<file path="config.mk">
export PLATFORM = sky130hd
export DESIGN_NAME = proc_arbiter
export DESIGN_NICKNAME = d
export VERILOG_FILES = /design/src/rtl/proc_arb_pkg.sv /design/src/rtl/proc_arbiter_rr_pick.sv /design/src/rtl/proc_arbiter.sv
export SDC_FILE = /design/constraint.sdc
export NUM_CORES = 1
export LEC_CHECK = 0
export CAP_MARGIN = 15
export CORE_ASPECT_RATIO = 0.75
export CORE_MARGIN = 2
export CORE_UTILIZATION = 42
export DETAILED_ROUTE_END_ITERATION = 8
export GPL_TIMING_DRIVEN = 0
export PLACE_DENSITY = 0.9
export SETUP_SLACK_MARGIN = 0.15
export SYNTH_ARGS = -nofsm -noshare
export SYNTH_HDL_FRONTEND = slang
export SYNTH_SLANG_ARGS = --single-unit
</file>
<file path="constraint.sdc">
create_clock -name clock -period 2.4 [get_ports clock]
set_input_delay 0.24 -clock clock [delete_from_list [all_inputs] [get_ports clock]]
set_output_delay 0.24 -clock clock [all_outputs]
set_load 0.1 [all_outputs]
</file>
<file path="src/rtl/proc_arb_pkg.sv">
// Shared types and defaults for the round-robin processing arbiter.
package proc_arb_pkg;

    localparam int unsigned DEF_NREQ  = 4;
    localparam int unsigned DEF_WIDTH = 8;

    typedef enum logic [1:0] {
        IDLE  = 2'b00,
        ISSUE = 2'b01,
        WAIT  = 2'b10,
        RESP  = 2'b11
    } arb_state_t;

endpackage

</file>
<file path="src/rtl/proc_arbiter_rr_pick.sv">
// Combinational round-robin picker: lowest requesting index at or above ptr,
// wrapping modulo NREQ.
module rr_pick
    import proc_arb_pkg::*;
#(
    parameter  int unsigned NREQ = DEF_NREQ,
    localparam int unsigned PTRW = $clog2(NREQ)
) (
    input  logic [NREQ-1:0] req,
    input  logic [PTRW-1:0] ptr,
    output logic [PTRW-1:0] gnt_idx,
    output logic            any
);

    int unsigned idx;

    // Scan from ptr upward; the first hit wins.
    always_comb begin
        gnt_idx = '0;
        any     = 1'b0;
        idx     = 0;
        for (int unsigned k = 0; k < NREQ; k++) begin
            idx = (int'(ptr) + k) % NREQ;
            if (!any && req[idx]) begin
                any     = 1'b1;
                gnt_idx = PTRW'(idx);
            end
        end
    end

endmodule

</file>
<file path="src/rtl/proc_arbiter.sv">
// Round-robin arbiter sharing one capture/operate datapath among NREQ
// requesters. Optional WAIT timeout is enabled by defining PROC_ARB_TIMEOUT_EN.
module proc_arbiter
    import proc_arb_pkg::*;
#(
    parameter int unsigned NREQ    = DEF_NREQ,
    parameter int unsigned WIDTH   = DEF_WIDTH,
    parameter int unsigned TIMEOUT = 15
) (
    input  logic                  clock,
    input  logic                  rst,
    input  logic [NREQ-1:0]       req,
    input  logic [NREQ*WIDTH-1:0] req_b,
    input  logic [NREQ*WIDTH-1:0] req_c,
    output logic [NREQ-1:0]       ack,
    output logic [WIDTH-1:0]      result,
    output logic                  err,
    output logic                  dp_start,
    output logic [WIDTH-1:0]      dp_b,
    output logic [WIDTH-1:0]      dp_c,
    input  logic [WIDTH-1:0]      dp_result,
    input  logic                  dp_valid,
    output logic                  busy
);

    localparam int unsigned PTRW = $clog2(NREQ);

    arb_state_t      state_q, state_d;
    logic [PTRW-1:0] ptr_q, grant_q, pick_idx;
    logic            pick_any;
    logic [WIDTH-1:0] pick_b, pick_c;
    logic [WIDTH-1:0] result_q, dp_b_q, dp_c_q;
    logic            expire;

    rr_pick #(.NREQ(NREQ)) u_pick (
        .req     (req),
        .ptr     (ptr_q),
        .gnt_idx (pick_idx),
        .any     (pick_any)
    );

    // Select the operand slices belonging to the picked requester.
    always_comb begin
        pick_b = '0;
        pick_c = '0;
        for (int unsigned i = 0; i < NREQ; i++) begin
            if (pick_idx == PTRW'(i)) begin
                pick_b = req_b[i*WIDTH +: WIDTH];
                pick_c = req_c[i*WIDTH +: WIDTH];
            end
        end
    end

`ifdef PROC_ARB_TIMEOUT_EN
    localparam int unsigned CW = $clog2(TIMEOUT + 1);

    logic [CW-1:0] cnt_q;
    logic          err_q;

    // Expiry fires on the TIMEOUT-th WAIT cycle.
    assign expire = (state_q == WAIT) && (cnt_q == CW'(TIMEOUT - 1));
    assign err    = err_q;

    // WAIT cycle counter, cleared while issuing so it starts at zero in WAIT.
    always_ff @(posedge clock or posedge rst) begin
        if (rst) begin
            cnt_q <= '0;
        end else if (state_q == ISSUE) begin
            cnt_q <= '0;
        end else if (state_q == WAIT) begin
            cnt_q <= cnt_q + CW'(1);
        end
    end

    // Error flag: a real dp_valid always takes priority over expiry.
    always_ff @(posedge clock or posedge rst) begin
        if (rst) begin
            err_q <= 1'b0;
        end else if (state_q == WAIT) begin
            if (dp_valid) begin
                err_q <= 1'b0;
            end else if (expire) begin
                err_q <= 1'b1;
            end
        end
    end
`else
    assign expire = 1'b0;
    assign err    = 1'b0;
`endif

    // State register.
    always_ff @(posedge clock or posedge rst) begin
        if (rst) begin
            state_q <= IDLE;
        end else begin
            state_q <= state_d;
        end
    end

    // Next-state decode.
    always_comb begin
        state_d = state_q;
        case (state_q)
            IDLE:    if (pick_any) state_d = ISSUE;
            ISSUE:   state_d = WAIT;
            WAIT:    if (dp_valid || expire) state_d = RESP;
            RESP:    state_d = IDLE;
            default: state_d = IDLE;
        endcase
    end

    // Grant, operand, result and pointer registers.
    always_ff @(posedge clock or posedge rst) begin
        if (rst) begin
            ptr_q    <= '0;
            grant_q  <= '0;
            dp_b_q   <= '0;
            dp_c_q   <= '0;
            result_q <= '0;
        end else begin
            case (state_q)
                IDLE: begin
                    if (pick_any) begin
                        grant_q <= pick_idx;
                        dp_b_q  <= pick_b;
                        dp_c_q  <= pick_c;
                    end
                end
                WAIT: begin
                    if (dp_valid) begin
                        result_q <= dp_result;
                    end else if (expire) begin
                        result_q <= '0;
                    end
                end
                RESP: begin
                    ptr_q <= (grant_q == PTRW'(NREQ - 1)) ? '0 : grant_q + PTRW'(1);
                end
                default: ;
            endcase
        end
    end

    // One-hot acknowledge decoded from the state register.
    always_comb begin
        ack = '0;
        for (int unsigned i = 0; i < NREQ; i++) begin
            ack[i] = (state_q == RESP) && (grant_q == PTRW'(i));
        end
    end

    assign dp_start = (state_q == ISSUE);
    assign busy     = (state_q != IDLE);
    assign dp_b     = dp_b_q;
    assign dp_c     = dp_c_q;
    assign result   = result_q;

endmodule

</file>
# Word level (Yosys, flattened, before mapping)
# Index checks and enable logic that the tools add are counted.
dict set report totals {
  reg_bits 30
  out_inout_bits 31
  word_cells 70
}
dict set report op_classes {
  n_addsub 4
  magnitude_cmp 4
  eq_ne 11
  mux 28
  n_reduce_logical 17
}
# operator count
set ops {}
lappend ops {{8-bit two-way mux} 8}
lappend ops {{2-bit two-way mux} 7}
lappend ops {{2-bit == test, second input constant} 6}
lappend ops {{2-bit by 3-bit less-than comparator with 1-bit output, second input constant} 4}
lappend ops {{1-bit binary-select mux with 2-bit select} 4}
lappend ops {{1-bit two-way mux} 8}
lappend ops {{2-bit one-hot mux with 4 select lines} 1}
lappend ops {{1-bit logical AND} 7}
lappend ops {{2-bit by 1-bit == test with 1-bit output, second input constant} 3}
lappend ops {{2-bit logical NOT} 3}
lappend ops {{2-bit AND reduction} 3}
lappend ops {{2-bit by 1-bit adder with 2-bit output, second input constant} 2}
lappend ops {{2-bit adder, second input constant} 2}
lappend ops {{2-bit != test, second input constant} 2}
lappend ops {{1-bit logical NOT} 3}
lappend ops {{2-bit nonzero test} 1}

# Depth between registers and ports, before layout
# Gate-level depths: netlist of run 1.
dict set report logic_depth {
  ltp_word 17
  mapped_depth 7
  depth_no_buf 7
}

# Hierarchy
# A second synthesis of run 1 with hierarchy kept.
dict set report hier_totals {
  cells_unflattened 161
  area_unflattened_um2 1831.8
}
# module instances cells_per_inst area_per_inst_um2 seq_area_each_um2
set modules_own_cells {}
lappend modules_own_cells {proc_arbiter 1 146 1754.2 750.7}
lappend modules_own_cells {rr_pick 1 15 77.6 0.0}

# Worst setup path before layout of run 1
# Ideal clock, no wire load.
dict set report synth_timing {
  path_type {reg2reg}
  start {reg state_q[0]}
  end {reg state_q[0]}
  arrival_ns 1.797
  setup_slack_ns 0.537
  stages_incl_launch_ff 7
  synth_period_minus_slack_ns 1.863
  path_cell_list {dfrtp_1 -> inv_1 -> ha_1 -> inv_1 -> nor4_1 -> a21oi_1 -> o32a_1}
}
dict set report synth_via {
  elab_chain_len 3
}
# element line
set synth_lines {}
lappend synth_lines {{start, declared} proc_arbiter.sv:28} ;# arb_state_t state_q, state_d;
lappend synth_lines {{start signal, assigned} proc_arbiter.sv:97} ;# state_q <= state_d;
lappend synth_lines {{2-bit == test or 2-bit logical NOT (tied branches)} proc_arbiter.sv:104} ;# case (state_q)
lappend synth_lines {{2-bit != test (no line)} --}
lappend synth_lines {{2-bit AND reduction (no line)} --}
# Parallel ways exist; a longest one is shown, timed or not.
# A chain may end at the register's enable or synchronous reset.

# Worst setup path in the final report of run 1
dict set report layout_timing {
  start {reg state_q[0]}
  end {out busy}
}
dict set report layout_via {
  elab_chain_len 1
}
# element line
set layout_lines {}
lappend layout_lines {{2-bit nonzero test} proc_arbiter.sv:154} ;# assign busy = (state_q != IDLE);
lappend layout_lines {{end, declared} proc_arbiter.sv:23} ;# output logic busy
# No other way between the ends.

==> results.tsv, run 1 <==
metric	value	unit
syn_inst	181	
vias_per_cell	5.30	
cts_tree	built	
pwr_density_cell	1520	nW/um^2
dp_hpwl	4310	um
worstMarginPinSlew	991	ps
htreeDepth	2	
final_antenna_net_count	0	
routed_wl	5780	um
vias	1877	
initial_core_util	44.0	%
final_util	71.5	%
drtPass1Iterations	4	
synth_area_per_cell	10.9	um^2
finClkSkew	6.41	ps
cp_slowest_cell	dlygate4sd2_1	
drtIter0Drc	54	
synth.net_count	269	
cts_hold_buf	0	
nNetsFinal	385	
reg2reg_depth	7	
die_area	5280	um^2
final_common_cell	clkdlybuf4s50_1	
grt_overflow_total	0	
cts_root_buf	clkbuf_8	
startpoint_type	flop	
end_kind	primary output	
port_buffers	108	
worst_ir_drop_vdd	0.00116	V
gp_congestion	0.790	
fmax	461	MHz
synth_top_area_share	38.0	%
power.leakage	1.37	nW
grt_util_all_layers	22.1	%
synth.largest_area_cell	dfrtp_1	
insertedDiodeCount	0	
wire_per_inst	16.3	um
cpMostUsedCell	inv_1	
drv_slew	0	
cts_made_buffers	5	
critPathMaxStageDelay	850	ps
hold_path_class	input port to asynchronous set/reset pin	
drv_cap	0	
ys_ff_latch	30	
fin_cells	354	
fillers	358	
dieWidth	83.2	um
required	2160	ps
yosysWarnings	0	
hold_violations	0	
antenna_found_initial	0	
ys_top_cells_by_area	dfrtp_1, mux2i_1, a211oi_2, and2_1, a221oi_2	
slew_headroom	33.7	%
yosys.cell_types.count	33	
final_area	3210	um^2
drive_gt1_share	16.5	%
path_max_fanout	4	
layout_common_cells	clkdlybuf4s50_1, dfrtp_1, and2_1, nor2_1, mux2i_1	
layout_min_cycle_time	2170	ps
pin_count	110	
fin_crit_sh	90.3	%
r2r_setup_slack	480	ps
worst_hold_slack	326	ps
grt_max_degree	31	
cts_setup_buffers	0	
first_global_vias	1963	
synth_area	1980	um^2
die_h	63.4	um
rows	21	
drc_errors	0	
grt_pass1_wl	9270	um
yosysSeqAreaShare	38.0	%
finalSetupTns	0	ps
dpl-instance-area	3130	um^2
arrival	1930	ps
core_region_area	4490	um^2
r2r-start	state_q[1]$_DFFE_PP0P_	
setup_violations	0	
areaGrowthSynthToFinish	62.4	%
clock_sinks	30	
status	complete, no violations	
rsz0062_at_grt	no	
path_clk_slew	60	ps
dp_cells	346	
clock_path_buffers	2	
crit_type	flop to primary output	
cp_cell_sequence	inv_1, ha_1, inv_1, dlygate4sd2_1	
timing.rr.end	dp_c[0]$_DFFE_PP0P_	
clk_latency	280	ps
-- what timing repair did --
item,in CTS,in global routing
setup endpoints to repair,6,4
resized for setup,6,8
gates cloned,0,0
-- area by class of cell --
cell class	instances	area (um^2)	share of cell area (%)
Inverter	10	37.5	1.17
Multi-Input combinational cell	129	1090	34.0
Buffer	12	97.6	3.04
Tap cell	57	71.3	2.22
Clock buffer	7	76.3	2.38
Sequential cell	30	751	23.4
Timing Repair Buffer	109	1090	33.8
-- flip-flops by register name (all words and copies together) (netlist names) --
signal and flops:
result 8, dp_b 8, ptr_q 2, grant_q 2
dp_c 8, state_q 2
-- cells by family after synthesis --
kind of cell             after synthesis  share of synthesized area, %
AND/OR/NAND/NOR                       50                          13.5
AO/OA/AOI/OAI                         44                          22.7
flip-flops                            30                          38.0
multiplexers                          25                          13.2
buffers and inverters                 22                          6.83
adder cells (fa/ha/maj)                9                          5.70
other                                  1                         0.190
-- metrics by stage --
step	power (mW)	worst slack, ps
after global placement	4.46	204
final	4.88	232
after floorplan	3.64	537
after global routing	5.13	157
after CTS	4.89	168
after detailed placement	4.53	186
-- per-layer routing --
layer | share of wire, % | track usage (%) | wire [um] | up-vias
met3 | 8.6 | 6.95 | 494 | 9
met5 | 0 | 0 | 0 | -
met1 | 45 | 29.2 | 2630 | 893
met4 | 0.99 | 5.74 | 57 | 0
met2 | 45 | 35.5 | 2600 | 84
li1 | - | - | - | 891
-- synth_stat cells, drive strengths merged --
cell,number
mux2i,17
nand4b,1
nor2,17
a221oi,17
nor3,1
mux2,8
buf,9
a211oi,16
nor4,1
nand2,5
o21a,1
ha,9
nor2b,1
o22ai,1
a21oi,2
and2,20
and2b,1
o21ai,5
inv,10
dfrtp,30
or2,2
o31a,1
or3,1
clkbuf,3
o32a,1
conb,1
-- how the worst max path moves through the flow --
| stage | from | to | slack (ps) | cells past startpoint |
|---|---|---|---|---|
| 2_1_floorplan | state_q[0]$_DFFE_PP0P_ | state_q[0]$_DFFE_PP0P_ | 540 | 6 |
| 3_3_place_gp | state_q[0]$_DFFE_PP0P_ | ack[3] | 200 | 3 |
| 3_5_place_dp | req[0] | dp_c[2]$_DFFE_PP0P_ | 190 | 7 |
| 4_1_cts | state_q[0]$_DFFE_PP0P_ | ack[3] | 170 | 3 |
| 5_1_grt | state_q[0]$_DFFE_PP0P_ | busy | 160 | 4 |
| 6_report | state_q[0]$_DFFE_PP0P_ | busy | 230 | 4 |
-- power by group --
| part | total, mW | switching (mW) | internal [mW] |
|---|---|---|---|
| Sequential | 0.915 | 0.147 | 0.767 |
| Combinational | 3.59 | 2.58 | 1.01 |
| Clock | 0.380 | 0.181 | 0.199 |
| Total | 4.88 | 2.91 | 1.97 |
-- worst max-delay path: cells and delay by family (launching register included) --
family,cells,cell delay (ps)
adder cells (fa/ha/maj),1,220
buffers and inverters,3,1030
flip-flops,1,390
Note: power is estimated with default switching activity, not from simulation.
==> run 2: changes to the inputs <==
--- a/config.mk
+++ b/config.mk
@@ -12,6 +12,7 @@
 export DETAILED_ROUTE_END_ITERATION = 8
 export GPL_TIMING_DRIVEN = 0
 export PLACE_DENSITY = 0.9
+export RECOVER_POWER = 50
 export SETUP_SLACK_MARGIN = 0.15
 export SYNTH_ARGS = -nofsm -noshare
 export SYNTH_HDL_FRONTEND = slang
==> results.tsv, run 2 (same netlist as run 1, synthesis figures left out) <==
metric	value	unit	change
first_global_vias	1963		unchanged
required	2160	ps	about the same
worst_ir_drop_vdd	0.00116	V	about the same
final_area	3180	um^2	-0.82%
setup_violations	0		unchanged
cts_root_buf	clkbuf_8		
initial_core_util	44.0	%	unchanged
grt_max_degree	31		unchanged
reg2reg_depth	7		unchanged
die_h	63.4	um	unchanged
drtPass1Iterations	4		unchanged
cts_made_buffers	5		unchanged
layout_min_cycle_time	2160	ps	-5.49 ps
drive_gt1_share	16.2	%	-0.34 points
grt_util_all_layers	22.1	%	unchanged
gp_congestion	0.790		unchanged
drv_cap	0		unchanged
fmax	462	MHz	+0.25%
path_clk_slew	60	ps	about the same
clock_sinks	30		unchanged
final_antenna_net_count	0		unchanged
die_area	5280	um^2	unchanged
power.leakage	1.36	nW	-0.91%
dpl-instance-area	3130	um^2	unchanged
hold_path_class	input port to asynchronous set/reset pin		
drc_errors	0		unchanged
cp-startpoint	state_q[0]$_DFFE_PP0P_		
status	complete, no violations		
dp_hpwl	4310	um	unchanged
worst_hold_slack	419	ps	+93.1 ps
pin_count	110		unchanged
layout_common_cells	clkdlybuf4s50_1, dfrtp_1, and2_1, nor2_1, mux2i_1		
r2r_setup_slack	480	ps	about the same
vias	1870		-0.37%
timing.rr.end	dp_c[0]$_DFFE_PP0P_		
fin_crit_sh	90.1	%	-0.23 points
final_common_cell	clkdlybuf4s50_1		
antenna_found_initial	0		unchanged
clock_path_buffers	2		unchanged
nNetsFinal	385		unchanged
pwr_density_cell	1530	nW/um^2	+0.71%
slew_headroom	28.1	%	-5.6 points
end_kind	primary output		
wire_per_inst	16.4	um	+0.31%
rsz0062_at_grt	no		
rows	21		unchanged
startpoint_type	flop		
core_region_area	4490	um^2	unchanged
r2r-start	state_q[1]$_DFFE_PP0P_		
clk_latency	280	ps	about the same
path_max_fanout	4		unchanged
port_buffers	108		unchanged
htreeDepth	2		unchanged
areaGrowthSynthToFinish	61.1	%	
arrival	1920	ps	about the same
dieWidth	83.2	um	unchanged
vias_per_cell	5.28		-0.37%
finalSetupTns	0	ps	unchanged
grt_pass1_wl	9270	um	unchanged
grt_overflow_total	0		unchanged
cts_setup_buffers	0		unchanged
drtIter0Drc	55		+1.9%
hold_violations	0		unchanged
finClkSkew	5.12	ps	-1.29 ps
insertedDiodeCount	0		unchanged
cts_tree	built		
routed_wl	5790	um	+0.31%
worstMarginPinSlew	1080	ps	+87.3 ps
crit_type	flop to primary output		
drv_slew	0		unchanged
[run 2: worst max-delay path by stage]
stage,slack [ps],cells past startpoint,endpoint
finish,240,4,busy
global route,160,4,busy
CTS,170,3,ack[3]
detailed placement,190,7,dp_c[2]$_DFFE_PP0P_
global placement,200,3,ack[3]
floorplan,540,6,state_q[0]$_DFFE_PP0P_
[run 2: per-stage QoR]
step                utilization (%)  instances  power (mW)  worst slack [ps]
finish                         70.9        354        4.88               238
global route                   70.9        354        5.12               157
CTS                            71.2        353        4.89               168
detailed placement             69.6        346        4.53               186
global placement               69.6        346        4.46               204
floorplan                         -        181        3.64               537
[run 2: cell type report]
type                       count  area, um^2
clock buffer                   7        76.3
timing repair buffer         109        1060
inverter                      10        37.5
multi-input combinational    129        1090
sequential                    30         751
buffer                        12        95.1
fill                         361        1310
tap                           57        71.3
[run 2: worst max-delay path: stages, from the launching register on]
cell           delay, ps
dfrtp_1              390
inv_1                100
ha_1                 220
inv_1                 80
dlygate4sd2_1        850
[run 2: routing by layer]
layer | global-route usage (%) | vias to the layer above | routed length [um]
met2 | 35.5 | 88 | 2600
met3 | 6.95 | 7 | 461
met1 | 29.2 | 888 | 2690
met5 | 0 | - | 0
met4 | 5.74 | 0 | 45
li1 | - | 887 | -
[run 2: power by group]
part	internal [mW]	leakage [nW]	total, mW	switching [mW]
sequential	0.767	0.344	0.914	0.147
combinational	0.997	0.973	3.58	2.58
clock	0.199	0.0383	0.385	0.185
total	1.96	1.36	4.88	2.91
[run 2: what timing repair did]
action,CTS,global route
hold buffers,0,0
endpoints found under the setup margin,6,4
gates resized for setup,6,8
endpoints found under the hold margin,0,0
